===== config.mk =====
export PLATFORM = sky130hd
export DESIGN_NAME = mem_arbiter_flat
export DESIGN_NICKNAME = d
export VERILOG_FILES = /design/src/rtl/mem_arbiter_if.sv /design/src/rtl/mem_arbiter.sv /design/src/flat_wrapper.sv
export SDC_FILE = /design/constraint.sdc
export NUM_CORES = 1
export LEC_CHECK = 0
export CORE_ASPECT_RATIO = 1.25
export CORE_MARGIN = 5
export CORE_UTILIZATION = 30
export DETAILED_ROUTE_END_ITERATION = 12
export PLACE_DENSITY = 0.67
export SLEW_MARGIN = 20
export SYNTH_ARGS = -nofsm -noshare
export SYNTH_HDL_FRONTEND = slang
export SYNTH_SLANG_ARGS = --single-unit

===== constraint.sdc =====
create_clock -name clk -period 2 [get_ports clk]
set_input_delay 0.4 -clock clk [delete_from_list [all_inputs] [get_ports clk]]
set_output_delay 0.4 -clock clk [all_outputs]
set_load 0.02 [all_outputs]

===== src/rtl/mem_arbiter_if.sv =====
// Bus bundle between the fetch/data requesters, the arbiter and the shared single-port memory.
interface mem_arbiter_if #(
    parameter int unsigned W = 32
);
    logic         if_req;
    logic [W-1:0] if_addr;
    logic         if_flush;
    logic [W-1:0] if_rdata;
    logic         if_valid;
    logic         if_stall;

    logic         d_en;
    logic         d_we;
    logic [W-1:0] d_addr;
    logic [W-1:0] d_wdata;
    logic [W-1:0] d_rdata;
    logic         d_valid;
    logic         d_stall;

    logic         mem_req;
    logic         mem_we;
    logic [W-1:0] mem_addr;
    logic [W-1:0] mem_wdata;
    logic [W-1:0] mem_rdata;
    logic         mem_ack;

    logic         err;

    modport slave (
        input  if_req, if_addr, if_flush, d_en, d_we, d_addr, d_wdata, mem_rdata, mem_ack,
        output if_rdata, if_valid, if_stall, d_rdata, d_valid, d_stall,
               mem_req, mem_we, mem_addr, mem_wdata, err
    );

    modport master (
        output if_req, if_addr, if_flush, d_en, d_we, d_addr, d_wdata, mem_rdata, mem_ack,
        input  if_rdata, if_valid, if_stall, d_rdata, d_valid, d_stall,
               mem_req, mem_we, mem_addr, mem_wdata, err
    );
endinterface


===== src/rtl/mem_arbiter.sv =====
// Arbitrates an instruction-fetch port and a data port onto one single-port memory,
// alternating on contention, with fetch squash and a sticky timeout error.
module mem_arbiter #(
    parameter int unsigned TIMEOUT = 16,
    parameter int unsigned W       = 32
) (
    input  logic         clk,
    input  logic         rst,
    mem_arbiter_if.slave bus
);
    localparam int unsigned      CNT_W    = 5;
    localparam logic [CNT_W-1:0] CNT_LAST = CNT_W'(TIMEOUT - 1);

    typedef enum logic [1:0] {
        S_IDLE   = 2'd0,
        S_BUSY_I = 2'd1,
        S_BUSY_D = 2'd2
    } state_t;

    state_t           r_state;
    state_t           w_state_nxt;

    logic             r_mem_req,   w_mem_req_nxt;
    logic             r_mem_we,    w_mem_we_nxt;
    logic [W-1:0]     r_mem_addr,  w_mem_addr_nxt;
    logic [W-1:0]     r_mem_wdata, w_mem_wdata_nxt;
    logic             r_if_valid,  w_if_valid_nxt;
    logic [W-1:0]     r_if_rdata,  w_if_rdata_nxt;
    logic             r_d_valid,   w_d_valid_nxt;
    logic [W-1:0]     r_d_rdata,   w_d_rdata_nxt;
    logic             r_err,       w_err_nxt;
    logic             r_last_d,    w_last_d_nxt;
    logic             r_squash,    w_squash_nxt;
    logic [CNT_W-1:0] r_cnt,       w_cnt_nxt;

    logic             w_busy;
    logic             w_grant_d;
    logic             w_grant_i;
    logic             w_timeout;
    logic             w_done;
    logic             w_squash;

    // Data wins in IDLE unless both are pending and data had the previous grant.
    assign w_busy    = (r_state != S_IDLE);
    assign w_grant_d = !w_busy && bus.d_en && !(bus.if_req && r_last_d);
    assign w_grant_i = !w_busy && bus.if_req && !w_grant_d;
    assign w_timeout = w_busy && !bus.mem_ack && (r_cnt == CNT_LAST);
    assign w_done    = w_busy && (bus.mem_ack || w_timeout);
    assign w_squash  = r_squash || bus.if_flush;

    always_ff @(posedge clk or negedge rst) begin
        if (!rst) begin
            r_state <= S_IDLE;
        end else begin
            r_state <= w_state_nxt;
        end
    end

    always_comb begin
        w_state_nxt = r_state;
        case (r_state)
            S_IDLE: begin
                if (w_grant_d) begin
                    w_state_nxt = S_BUSY_D;
                end else if (w_grant_i) begin
                    w_state_nxt = S_BUSY_I;
                end
            end
            S_BUSY_I, S_BUSY_D: begin
                if (w_done) begin
                    w_state_nxt = S_IDLE;
                end
            end
            default: w_state_nxt = S_IDLE;
        endcase
    end

    always_comb begin
        w_mem_req_nxt   = r_mem_req;
        w_mem_we_nxt    = r_mem_we;
        w_mem_addr_nxt  = r_mem_addr;
        w_mem_wdata_nxt = r_mem_wdata;
        w_if_valid_nxt  = 1'b0;
        w_if_rdata_nxt  = r_if_rdata;
        w_d_valid_nxt   = 1'b0;
        w_d_rdata_nxt   = r_d_rdata;
        w_err_nxt       = r_err;
        w_last_d_nxt    = r_last_d;
        w_squash_nxt    = r_squash;
        w_cnt_nxt       = r_cnt;
        case (r_state)
            S_IDLE: begin
                if (w_grant_d) begin
                    w_mem_req_nxt   = 1'b1;
                    w_mem_we_nxt    = bus.d_we;
                    w_mem_addr_nxt  = bus.d_addr;
                    w_mem_wdata_nxt = bus.d_wdata;
                    w_last_d_nxt    = 1'b1;
                    w_squash_nxt    = 1'b0;
                    w_cnt_nxt       = '0;
                end else if (w_grant_i) begin
                    w_mem_req_nxt   = 1'b1;
                    w_mem_we_nxt    = 1'b0;
                    w_mem_addr_nxt  = bus.if_addr;
                    w_last_d_nxt    = 1'b0;
                    w_squash_nxt    = 1'b0;
                    w_cnt_nxt       = '0;
                end
            end
            S_BUSY_I: begin
                w_squash_nxt = w_squash;
                if (w_done) begin
                    w_mem_req_nxt = 1'b0;
                    w_squash_nxt  = 1'b0;
                    w_err_nxt     = r_err || w_timeout;
                    if (!w_squash) begin
                        w_if_valid_nxt = 1'b1;
                        w_if_rdata_nxt = w_timeout ? '0 : bus.mem_rdata;
                    end
                end else begin
                    w_cnt_nxt = r_cnt + CNT_W'(1);
                end
            end
            S_BUSY_D: begin
                if (w_done) begin
                    w_mem_req_nxt = 1'b0;
                    w_mem_we_nxt  = 1'b0;
                    w_d_valid_nxt = 1'b1;
                    w_err_nxt     = r_err || w_timeout;
                    if (w_timeout) begin
                        w_d_rdata_nxt = '0;
                    end else if (!r_mem_we) begin
                        w_d_rdata_nxt = bus.mem_rdata;
                    end
                end else begin
                    w_cnt_nxt = r_cnt + CNT_W'(1);
                end
            end
            default: ;
        endcase
    end

    always_ff @(posedge clk or negedge rst) begin
        if (!rst) begin
            r_mem_req   <= 1'b0;
            r_mem_we    <= 1'b0;
            r_mem_addr  <= '0;
            r_mem_wdata <= '0;
            r_if_valid  <= 1'b0;
            r_if_rdata  <= '0;
            r_d_valid   <= 1'b0;
            r_d_rdata   <= '0;
            r_err       <= 1'b0;
            r_last_d    <= 1'b0;
            r_squash    <= 1'b0;
            r_cnt       <= '0;
        end else begin
            r_mem_req   <= w_mem_req_nxt;
            r_mem_we    <= w_mem_we_nxt;
            r_mem_addr  <= w_mem_addr_nxt;
            r_mem_wdata <= w_mem_wdata_nxt;
            r_if_valid  <= w_if_valid_nxt;
            r_if_rdata  <= w_if_rdata_nxt;
            r_d_valid   <= w_d_valid_nxt;
            r_d_rdata   <= w_d_rdata_nxt;
            r_err       <= w_err_nxt;
            r_last_d    <= w_last_d_nxt;
            r_squash    <= w_squash_nxt;
            r_cnt       <= w_cnt_nxt;
        end
    end

    assign bus.mem_req   = r_mem_req;
    assign bus.mem_we    = r_mem_we;
    assign bus.mem_addr  = r_mem_addr;
    assign bus.mem_wdata = r_mem_wdata;
    assign bus.if_valid  = r_if_valid;
    assign bus.if_rdata  = r_if_rdata;
    assign bus.d_valid   = r_d_valid;
    assign bus.d_rdata   = r_d_rdata;
    assign bus.err       = r_err;
    assign bus.if_stall  = bus.if_req & ~r_if_valid;
    assign bus.d_stall   = bus.d_en & ~r_d_valid;
endmodule


===== src/flat_wrapper.sv =====
// flat-port wrapper written by rule: the top's interface ports become plain ports
module mem_arbiter_flat 
#(
    parameter int unsigned TIMEOUT = 16,
    parameter int unsigned W       = 32
)
  (clk, rst, bus_if_req, bus_if_addr, bus_if_flush, bus_d_en, bus_d_we, bus_d_addr, bus_d_wdata, bus_mem_rdata, bus_mem_ack, bus_if_rdata, bus_if_valid, bus_if_stall, bus_d_rdata, bus_d_valid, bus_d_stall, bus_mem_req, bus_mem_we, bus_mem_addr, bus_mem_wdata, bus_err);
  mem_arbiter_if #(.W(W)) bus_i ();
  input  logic clk;
  input  logic rst;
  input wire logic [$bits(bus_i.if_req)-1:0] bus_if_req;
  input wire logic [$bits(bus_i.if_addr)-1:0] bus_if_addr;
  input wire logic [$bits(bus_i.if_flush)-1:0] bus_if_flush;
  input wire logic [$bits(bus_i.d_en)-1:0] bus_d_en;
  input wire logic [$bits(bus_i.d_we)-1:0] bus_d_we;
  input wire logic [$bits(bus_i.d_addr)-1:0] bus_d_addr;
  input wire logic [$bits(bus_i.d_wdata)-1:0] bus_d_wdata;
  input wire logic [$bits(bus_i.mem_rdata)-1:0] bus_mem_rdata;
  input wire logic [$bits(bus_i.mem_ack)-1:0] bus_mem_ack;
  output wire logic [$bits(bus_i.if_rdata)-1:0] bus_if_rdata;
  output wire logic [$bits(bus_i.if_valid)-1:0] bus_if_valid;
  output wire logic [$bits(bus_i.if_stall)-1:0] bus_if_stall;
  output wire logic [$bits(bus_i.d_rdata)-1:0] bus_d_rdata;
  output wire logic [$bits(bus_i.d_valid)-1:0] bus_d_valid;
  output wire logic [$bits(bus_i.d_stall)-1:0] bus_d_stall;
  output wire logic [$bits(bus_i.mem_req)-1:0] bus_mem_req;
  output wire logic [$bits(bus_i.mem_we)-1:0] bus_mem_we;
  output wire logic [$bits(bus_i.mem_addr)-1:0] bus_mem_addr;
  output wire logic [$bits(bus_i.mem_wdata)-1:0] bus_mem_wdata;
  output wire logic [$bits(bus_i.err)-1:0] bus_err;
  assign bus_i.if_req = bus_if_req;
  assign bus_i.if_addr = bus_if_addr;
  assign bus_i.if_flush = bus_if_flush;
  assign bus_i.d_en = bus_d_en;
  assign bus_i.d_we = bus_d_we;
  assign bus_i.d_addr = bus_d_addr;
  assign bus_i.d_wdata = bus_d_wdata;
  assign bus_i.mem_rdata = bus_mem_rdata;
  assign bus_i.mem_ack = bus_mem_ack;
  assign bus_if_rdata = bus_i.if_rdata;
  assign bus_if_valid = bus_i.if_valid;
  assign bus_if_stall = bus_i.if_stall;
  assign bus_d_rdata = bus_i.d_rdata;
  assign bus_d_valid = bus_i.d_valid;
  assign bus_d_stall = bus_i.d_stall;
  assign bus_mem_req = bus_i.mem_req;
  assign bus_mem_we = bus_i.mem_we;
  assign bus_mem_addr = bus_i.mem_addr;
  assign bus_mem_wdata = bus_i.mem_wdata;
  assign bus_err = bus_i.err;
  mem_arbiter #(.TIMEOUT(TIMEOUT), .W(W)) u_core (.clk(clk), .rst(rst), .bus(bus_i));
endmodule

==> Flow_metrics.wiki, run 1 <==
{| class="wikitable"
! Metric !! Value
|-
| # diodes || 0
|-
| Die ar. || 22800 um2
|-
| Avg Cell Area, Syn || approximately 11 um2
|-
| WL per Instance || 16.3 um
|-
| Net total in the final layout || approximately 960
|-
| Final hold viol count || 0
|-
| Number of levels the H-tree was split into || 4
|-
| TritonCTS clock tree || yes
|-
| Synthesis-to-finish area growth || 65.2%
|-
| Synth Warn # || 0
|-
| Crit Path Class || register to register
|-
| Data arrival time at the worst-slack endpoint || 2.16 ns
|-
| Post-place setup slack || -0.0899 ns
|-
| Via count of the first global-routing pass || 4748
|-
| First-pass iteration count of the detailed router || 4
|-
| Effective utilization at floorplan || 0.305
|-
| Worst-Margin Slew || between 0.4 and 0.5 ns
|-
| Clock Latency Late Sink || slightly above 0.4 ns
|-
| Number of buffers created by CTS || 17
|-
| Unrepaired setup endpoints after global routing || no
|-
| Outcome || completed
|-
| Routability cong. || 0.764
|-
| Critical Path Start Type || register
|-
| Fin worst setup slack || 0.120 ns
|-
| Count of vias placed by the detailed router || about 4800
|-
| Type of element capturing the critical path || register
|-
| Number of rows created at floorplan || 57
|-
| Type of the worst min-delay path || input pin to async pin
|-
| Worst clock skew || 0.0112 ns
|-
| Buffers added on ports || 269
|-
| Required time reported for the critical path endpoint || 2.28 ns
|-
| Peak fanout along the critical path || 8
|-
| Cell at the root of the clock tree || sky130_fd_sc_hd__clkbuf_16
|-
| Sequential fraction of the synthesis area || 0.598
|-
| Number of ports placed on the die boundary || 270
|-
| Power Total || about 15 mW
|-
| Starting DRT DRC Count || 167
|-
| Total congestion overflow || 0
|-
| Pins Over Slew Limit || 0
|-
| Max-Cap Viols || 0
|-
| Share of cells above drive strength 1 || 0.131
|-
| Worst relative slew slack || 0.699
|-
| Most common cell after layout, fill and taps aside || sky130_fd_sc_hd__clkdlybuf4s50_1
|-
| Tcrit/Tclk final || 0.940
|-
| Antenna-violating nets left || 0
|-
| DRC violation count after routing || 0
|-
| Total leakage power || 4.49 nW
|-
| Total track usage || 0.148
|-
| Total wire length || 17800 um
|-
| Clock-pin slew reported for the worst setup and hold paths after clock tree synthesis || 0.06 ns
|-
| Number of buffers on the longest clock path || 2
|-
| First-pass GRT wire length || between 20000 and 30000 um
|-
| Count of mapped cells out of synthesis || 526
|-
| Die W || 136 um
|-
| TritonCTS sink count || 142
|-
| Highest ir drop seen on vdd || 577 uV
|-
| Number of nets in the synthesized netlist || roughly 670
|-
| Commonest cells after routing, fill and taps aside || 266 x sky130_fd_sc_hd__clkdlybuf4s50_1, 142 x sky130_fd_sc_hd__dfrtp_1, 135 x sky130_fd_sc_hd__nand2_1
|-
| Tmin final || 1.88 ns
|-
| Power density cells || 1530 nW/um2
|-
| Post-detailed-route via-to-cell ratio || 4.35
|-
| Flops & latches, synth || 142
|-
| Total setup violations reported at the end of the flow || 0
|-
| Floorplan die height || 167 um
|-
| Largest net degree at the start of global routing || 65
|-
| Number of unique standard cell types used by synthesis || 32
|-
| Core region area || 19500 um2
|-
| Syn Std Cell Area || 5950 um2
|-
| HPWL after detailed placement || 12700 um
|-
| Number of antenna violations at the first check in global routing || 0
|-
| Highest Clock Rate || 532 MHz
|}
[metal layers]
layer	global-route usage	part of all wire	wire, um	vias up
li1	-	-	-	2358
met1	0.180	0.41	7250	2218
met2	0.243	0.50	8900	170
met3	0.0528	0.082	1450	16
met4	0.0460	0.012	214	0
met5	0	0	0	-
[cells by family (layout without fill, tap and decap cells)]
kind of cell    count (synthesis)  after routing  synth area share
simple gates                  156            156             0.105
flops                         142            142             0.598
compound gates                117            117             0.104
mux                            66             66             0.136
buf+inv                        39            343            0.0446
fa+ha+maj                       6              6            0.0126
[final timing paths]
path	start	to	slack, ns	depth (start not counted)
setup / recovery	u_core.r_cnt[0]	u_core.bus.d_rdata[18]	0.12	7
hold / removal	rst	u_core.bus.mem_addr[28]	0.48	2
setup reg to reg	u_core.r_cnt[0]	u_core.bus.d_rdata[18]	0.12	7
hold reg to reg	u_core.bus.d_rdata[10]	u_core.bus.d_rdata[10]	0.48	2
max in group asynchronous	rst	u_core.bus.mem_wdata[13]	0.90	3
min in group clk	u_core.bus.d_rdata[10]	u_core.bus.d_rdata[10]	0.48	2
[Yosys cell counts]
cell type / instances / area, um2
sky130_fd_sc_hd__mux2_2: 3 / 33.8
sky130_fd_sc_hd__dfrtp_1: 142 / 3550
sky130_fd_sc_hd__o21ba_4: 1 / 16.3
sky130_fd_sc_hd__o21bai_1: 2 / 15.0
sky130_fd_sc_hd__nand3_2: 1 / 10.0
sky130_fd_sc_hd__buf_6: 5 / 56.3
sky130_fd_sc_hd__nand4_1: 1 / 6.26
sky130_fd_sc_hd__and3_1: 2 / 12.5
sky130_fd_sc_hd__buf_12: 3 / 60.1
sky130_fd_sc_hd__a32o_1: 1 / 10.0
sky130_fd_sc_hd__or3b_1: 1 / 8.76
sky130_fd_sc_hd__a21o_1: 1 / 7.51
sky130_fd_sc_hd__o31ai_1: 1 / 7.51
sky130_fd_sc_hd__clkbuf_1: 6 / 22.5
sky130_fd_sc_hd__nor3b_1: 1 / 7.51
sky130_fd_sc_hd__mux2_4: 29 / 435
sky130_fd_sc_hd__a21oi_1: 3 / 15.0
sky130_fd_sc_hd__or2_2: 1 / 6.26
sky130_fd_sc_hd__nor2b_1: 2 / 12.5
sky130_fd_sc_hd__buf_2: 14 / 70.1
sky130_fd_sc_hd__buf_4: 4 / 30.0
sky130_fd_sc_hd__and2_1: 1 / 6.26
sky130_fd_sc_hd__a22oi_1: 1 / 7.51
sky130_fd_sc_hd__nand3_1: 5 / 25.0
sky130_fd_sc_hd__o21ai_1: 16 / 80.1
sky130_fd_sc_hd__inv_1: 7 / 26.3
sky130_fd_sc_hd__o22ai_1: 3 / 18.8
sky130_fd_sc_hd__mux2i_1: 34 / 340
sky130_fd_sc_hd__nand2_1: 136 / 510
sky130_fd_sc_hd__o21ai_0: 88 / 440
sky130_fd_sc_hd__nor2_1: 5 / 18.8
sky130_fd_sc_hd__ha_1: 6 / 75.1
[per-stage QoR]
stage	hold slack, ns	instances	util	TNS, ns	area (um2)
final	0.475	1095	0.505	0	9820
after global routing	0.495	1095	0.505	0	9820
after CTS	0.484	1086	0.495	0	9640
after detailed placement	0.360	1054	0.465	-1.55	9060
after global placement	0.358	1054	0.465	-0.407	9060
after floorplan	0.104	526	-	0	5950
[state kept, by name, summed over array words and instances, names as in the netlist]
signal / flops
u_core.bus.d_rdata: 32
u_core.r_cnt: 5
u_core.bus.mem_addr: 32
u_core.bus.err: 1
u_core.bus.mem_req: 1
u_core.r_squash: 1
u_core.bus.if_valid: 1
u_core.bus.if_rdata: 32
u_core.bus.mem_wdata: 32
u_core.r_state: 2
u_core.bus.mem_we: 1
u_core.r_last_d: 1
u_core.bus.d_valid: 1
[worst max-delay path, cell delays in order, from the launching register on]
cell	delay, ns
sky130_fd_sc_hd__dfrtp_1	0.40
sky130_fd_sc_hd__ha_2	0.20
sky130_fd_sc_hd__and3_1	0.19
sky130_fd_sc_hd__ha_2	0.21
sky130_fd_sc_hd__o21ba_4	0.25
sky130_fd_sc_hd__nand3_4	0.21
sky130_fd_sc_hd__clkbuf_16	0.21
sky130_fd_sc_hd__o21ai_0	0.09
[final cells by class]
cell class,count,area (um2)
multi-input cells,345,2180
well taps,265,332
flip-flops and latches,142,3550
fillers,1818,9650
repair buffers,305,3170
clock inverters,11,119
inverters,7,26.3
clock buffers,20,447
[power breakdown]
part | internal [mW] | switching [mW] | leakage [nW]
combinational | 3.64 | 3.51 | 2.45
sequential | 4.13 | 0.683 | 1.77
clock | 1.85 | 1.23 | 0.268
[what timing repair did]
item                                    in CTS  in global routing
resized for setup                            2                 10
cloned                                       0                  7
setup buffers                                0                  2
endpoints found under the hold margin       37                  0
endpoints found under the setup margin       2                 60
hold buffers                                 1                  0
No activity file was read; power rests on OpenSTA's default activity.
==> run 2, diff against run 1 <==
Settings changed: CTS_BUF_LIST set to sky130_fd_sc_hd__clkbuf_16, PLACE_DENSITY 0.67 to 0.65.
Clock period 2 ns to 1.9 ns, I/O delays scaled along.
==> run 2 against run 1 <==
Compared with the run above:
- sequential power is 5.4% higher
- register-to-register slack worse by 0.06 ns
- sequential share of layout area shrank 0.68 points
- routed wire length is 1.8% higher
- design area rose by 1.9%
- final cell count up 0.46%
- worst setup slack got worse by 0.060 ns
- via count rose by 2.0%
- clock skew shrank 0.0039 ns
- worst hold slack lost 0.049 ns
- total power grew 8.4%
- highest routed layer unchanged
==> Flow_metrics.wiki, run 2 (synthesis results as in run 1) <==
{| class="wikitable"
! Metric !! Value
|-
| Total congestion overflow || 0 (unchanged)
|-
| Final hold viol count || 0 (unchanged)
|-
| Number of ports placed on the die boundary || 270 (unchanged)
|-
| Global routing met3 resource utilization || 0.0498 (-0.00300)
|-
| WL per Instance || 16.5 um (+1.3%)
|-
| Global routing met1 resource utilization || 0.175 (-0.00573)
|-
| Worst clock skew || 0.00726 ns (-0.00395 ns)
|-
| First-pass iteration count of the detailed router || 4 (unchanged)
|-
| Tcrit/Tclk final || 0.969 (+0.0286)
|-
| WHS || 0.426 ns (-0.0486 ns)
|-
| Placed cell area || 9090 um2 (+0.29%)
|-
| Antenna-violating nets left || 0 (unchanged)
|-
| Met2 global-route usage || 0.250 (+0.00715)
|-
| Worst relative slew slack || 0.757 (+0.0582)
|-
| Largest stage delay, worst path || 0.38 ns (-0.02 ns)
|-
| Number of rows created at floorplan || 57 (unchanged)
|-
| Power density cells || 1630 nW/um2 (+6.4%)
|-
| Fraction of power consumed by sequential logic || 0.311 (-0.009)
|-
| Data arrival time at the worst-slack endpoint || 2.14 ns (-0.02 ns)
|-
| Worst path buffer plus inverter count || 2 (+1)
|-
| Switching Power || 5.83 mW (+7.7%)
|-
| Most common cell after layout, fill and taps aside || sky130_fd_sc_hd__clkdlybuf4s50_1
|-
| Number of levels the H-tree was split into || 4 (unchanged)
|-
| TritonCTS clock tree || yes
|-
| Buffers added on ports || 269 (unchanged)
|-
| Comb power frac || 0.472 (-0.003)
|-
| TritonCTS sink count || 142 (unchanged)
|-
| Max-Cap Viols || 0 (unchanged)
|-
| Clock Latency Late Sink || 0.42 ns (about the same)
|-
| Starting DRT DRC Count || 230 (+38%)
|-
| Pins Over Slew Limit || 0 (unchanged)
|-
| Peak fanout along the critical path || 20 (+12)
|-
| Critical Path Start Type || register
|-
| Total wire length || 18100 um (+1.8%)
|-
| Type of the worst min-delay path || input pin to async pin
|-
| Outcome || completed
|-
| Fraction of power spent switching nets || 0.358 (-0.00246)
|-
| Post-detailed-route via-to-cell ratio || 4.41 (+1.5%)
|-
| Cell at the root of the clock tree || sky130_fd_sc_hd__clkbuf_16
|-
| Net total in the final layout || 963 (+0.42%)
|-
| Floorplan die height || 167 um (unchanged)
|-
| Most used routing layer in global routing || met2
|-
| Crit Path Class || register to register
|-
| Die ar. || 22800 um2 (unchanged)
|-
| Number of antenna violations at the first check in global routing || 0 (unchanged)
|-
| Clock-pin slew reported for the worst setup and hold paths after clock tree synthesis || 0.06 ns (about the same)
|-
| Final Instance Area || 10000 um2 (+1.9%)
|-
| Largest delay share family, worst path || flip-flops
|-
| Largest net degree at the start of global routing || 43 (-34%)
|-
| Internal power of the cells || 10.5 mW (+8.9%)
|-
| Effective utilization at floorplan || 0.305 (unchanged)
|-
| # diodes || 0 (unchanged)
|-
| Die W || 136 um (unchanged)
|-
| Share of cells above drive strength 1 || 0.138 (+0.00640)
|-
| Synthesis-to-finish area growth || 68.4%
|-
| Highest ir drop seen on vdd || 670 uV (+16%)
|-
| Critical path cell sequence || ha_2 -> and3_4 -> ha_4 -> o21ba_4 -> buf_4 -> nand3_4 -> clkbuf_16 -> o21ai_0
|-
| Commonest cells after routing, fill and taps aside || 266 x sky130_fd_sc_hd__clkdlybuf4s50_1, 142 x sky130_fd_sc_hd__dfrtp_1, 136 x sky130_fd_sc_hd__nand2_1
|-
| Total setup violations reported at the end of the flow || 0 (unchanged)
|-
| Total leakage power || 4.58 nW (+1.9%)
|-
| Count of vias placed by the detailed router || 4855 (+2.0%)
|-
| Total track usage || 0.149 (+0.00133)
|-
| Highest Clock Rate || 543 MHz (+2.2%)
|-
| Tmin final || 1.84 ns (-0.0397 ns)
|-
| Total stage count of the critical path || 8 (+1)
|-
| Filler cell count in the final layout || 1783 (-1.9%)
|-
| Via count of the first global-routing pass || 4886 (+2.9%)
|-
| Routability cong. || 0.811 (+6.1%)
|-
| Number of buffers on the longest clock path || 2 (unchanged)
|-
| Cell with the biggest individual delay on the critical path || sky130_fd_sc_hd__dfrtp_1
|-
| Clock share of power || 0.217 (+0.012)
|-
| Type of element capturing the critical path || register
|-
| Worst-Margin Slew || 0.364 ns (-0.0873 ns)
|-
| Required time reported for the critical path endpoint || 2.20 ns (-0.08 ns)
|-
| Number of buffers created by CTS || 17 (unchanged)
|-
| Core region area || 19500 um2 (unchanged)
|-
| Cells on worst reg2reg path || 8 (+1)
|-
| HPWL after detailed placement || 12500 um (-1.5%)
|-
| First-pass GRT wire length || 26300 um (about the same)
|-
| DRC violation count after routing || 0 (unchanged)
|}
-- run 2: cell types whose count changed in the layout (fill, tap and decap cells not counted), moves of 3 or more --
cell / delta
sky130_fd_sc_hd__buf_12: +4
sky130_fd_sc_hd__buf_4: -3
sky130_fd_sc_hd__inv_6: +3
sky130_fd_sc_hd__clkinv_2: -3
-- run 2: final cells by class --
type | instances | area [um2] | area share
Timing Repair Buffer | 308 | 3270 | 0.327
Tap cell | 265 | 332 | 0.0331
Sequential cell | 142 | 3550 | 0.355
Clock inverter | 15 | 194 | 0.0194
Clock buffer | 17 | 425 | 0.0425
Multi-Input combinational cell | 346 | 2210 | 0.221
Inverter | 7 | 26.3 | 0.00262
-- run 2: worst paths after layout --
path / from / to / slack (ns)
setup / recovery: u_core.r_cnt[1] / u_core.bus.if_rdata[8] / 0.06
hold / removal: rst / u_core.bus.mem_addr[5] / 0.43
setup reg to reg: u_core.r_cnt[1] / u_core.bus.if_rdata[8] / 0.06
hold reg to reg: u_core.bus.d_rdata[25] / u_core.bus.d_rdata[25] / 0.47
max in group asynchronous: rst / u_core.bus.d_rdata[20] / 0.92
min in group clk: u_core.bus.d_rdata[25] / u_core.bus.d_rdata[25] / 0.47
-- run 2: routing by layer --
layer  part of all wire  wire length [um]
met1               0.39              7100
met2               0.51              9180
met3              0.075              1370
met4              0.027               497
met5                  0                 0
-- run 2: repair_timing --
| action | in CTS | in global routing |
|---|---|---|
| cloned | 0 | 11 |
| pin swaps | 0 | 3 |
| hold buffers | 1 | 0 |
| setup buffers | 0 | 4 |
| resized for setup | 2 | 12 |
| hold endpoints to repair | 32 | 0 |
| endpoints found under the setup margin | 29 | 78 |
-- run 2: stage by stage --
| step | cells | power, mW | worst slack, ns | util | TNS [ns] |
|---|---|---|---|---|---|
| finish | 1100 | 16.3 | 0.0598 | 0.514 | 0 |
| global route | 1100 | 17.3 | -0.0290 | 0.514 | -0.335 |
| CTS | 1085 | 16.3 | -0.0449 | 0.499 | -0.405 |
| detailed placement | 1052 | 12.6 | -0.222 | 0.467 | -5.22 |
| global placement | 1052 | 12.5 | -0.237 | 0.467 | -4.69 |
| floorplan | 526 | 8.93 | 0.0354 | - | 0 |
-- run 2: power by group through the flow --
stage          registers, mW  clock network [mW]  logic (mW)
3_5_place_dp            5.10                   0        7.53
3_3_place_gp            5.06                   0        7.46
5_1_grt                 5.25                3.78        8.24
4_1_cts                 5.08                3.65        7.54
2_1_floorplan           6.62                   0        2.31
6_report                5.07                3.54        7.70
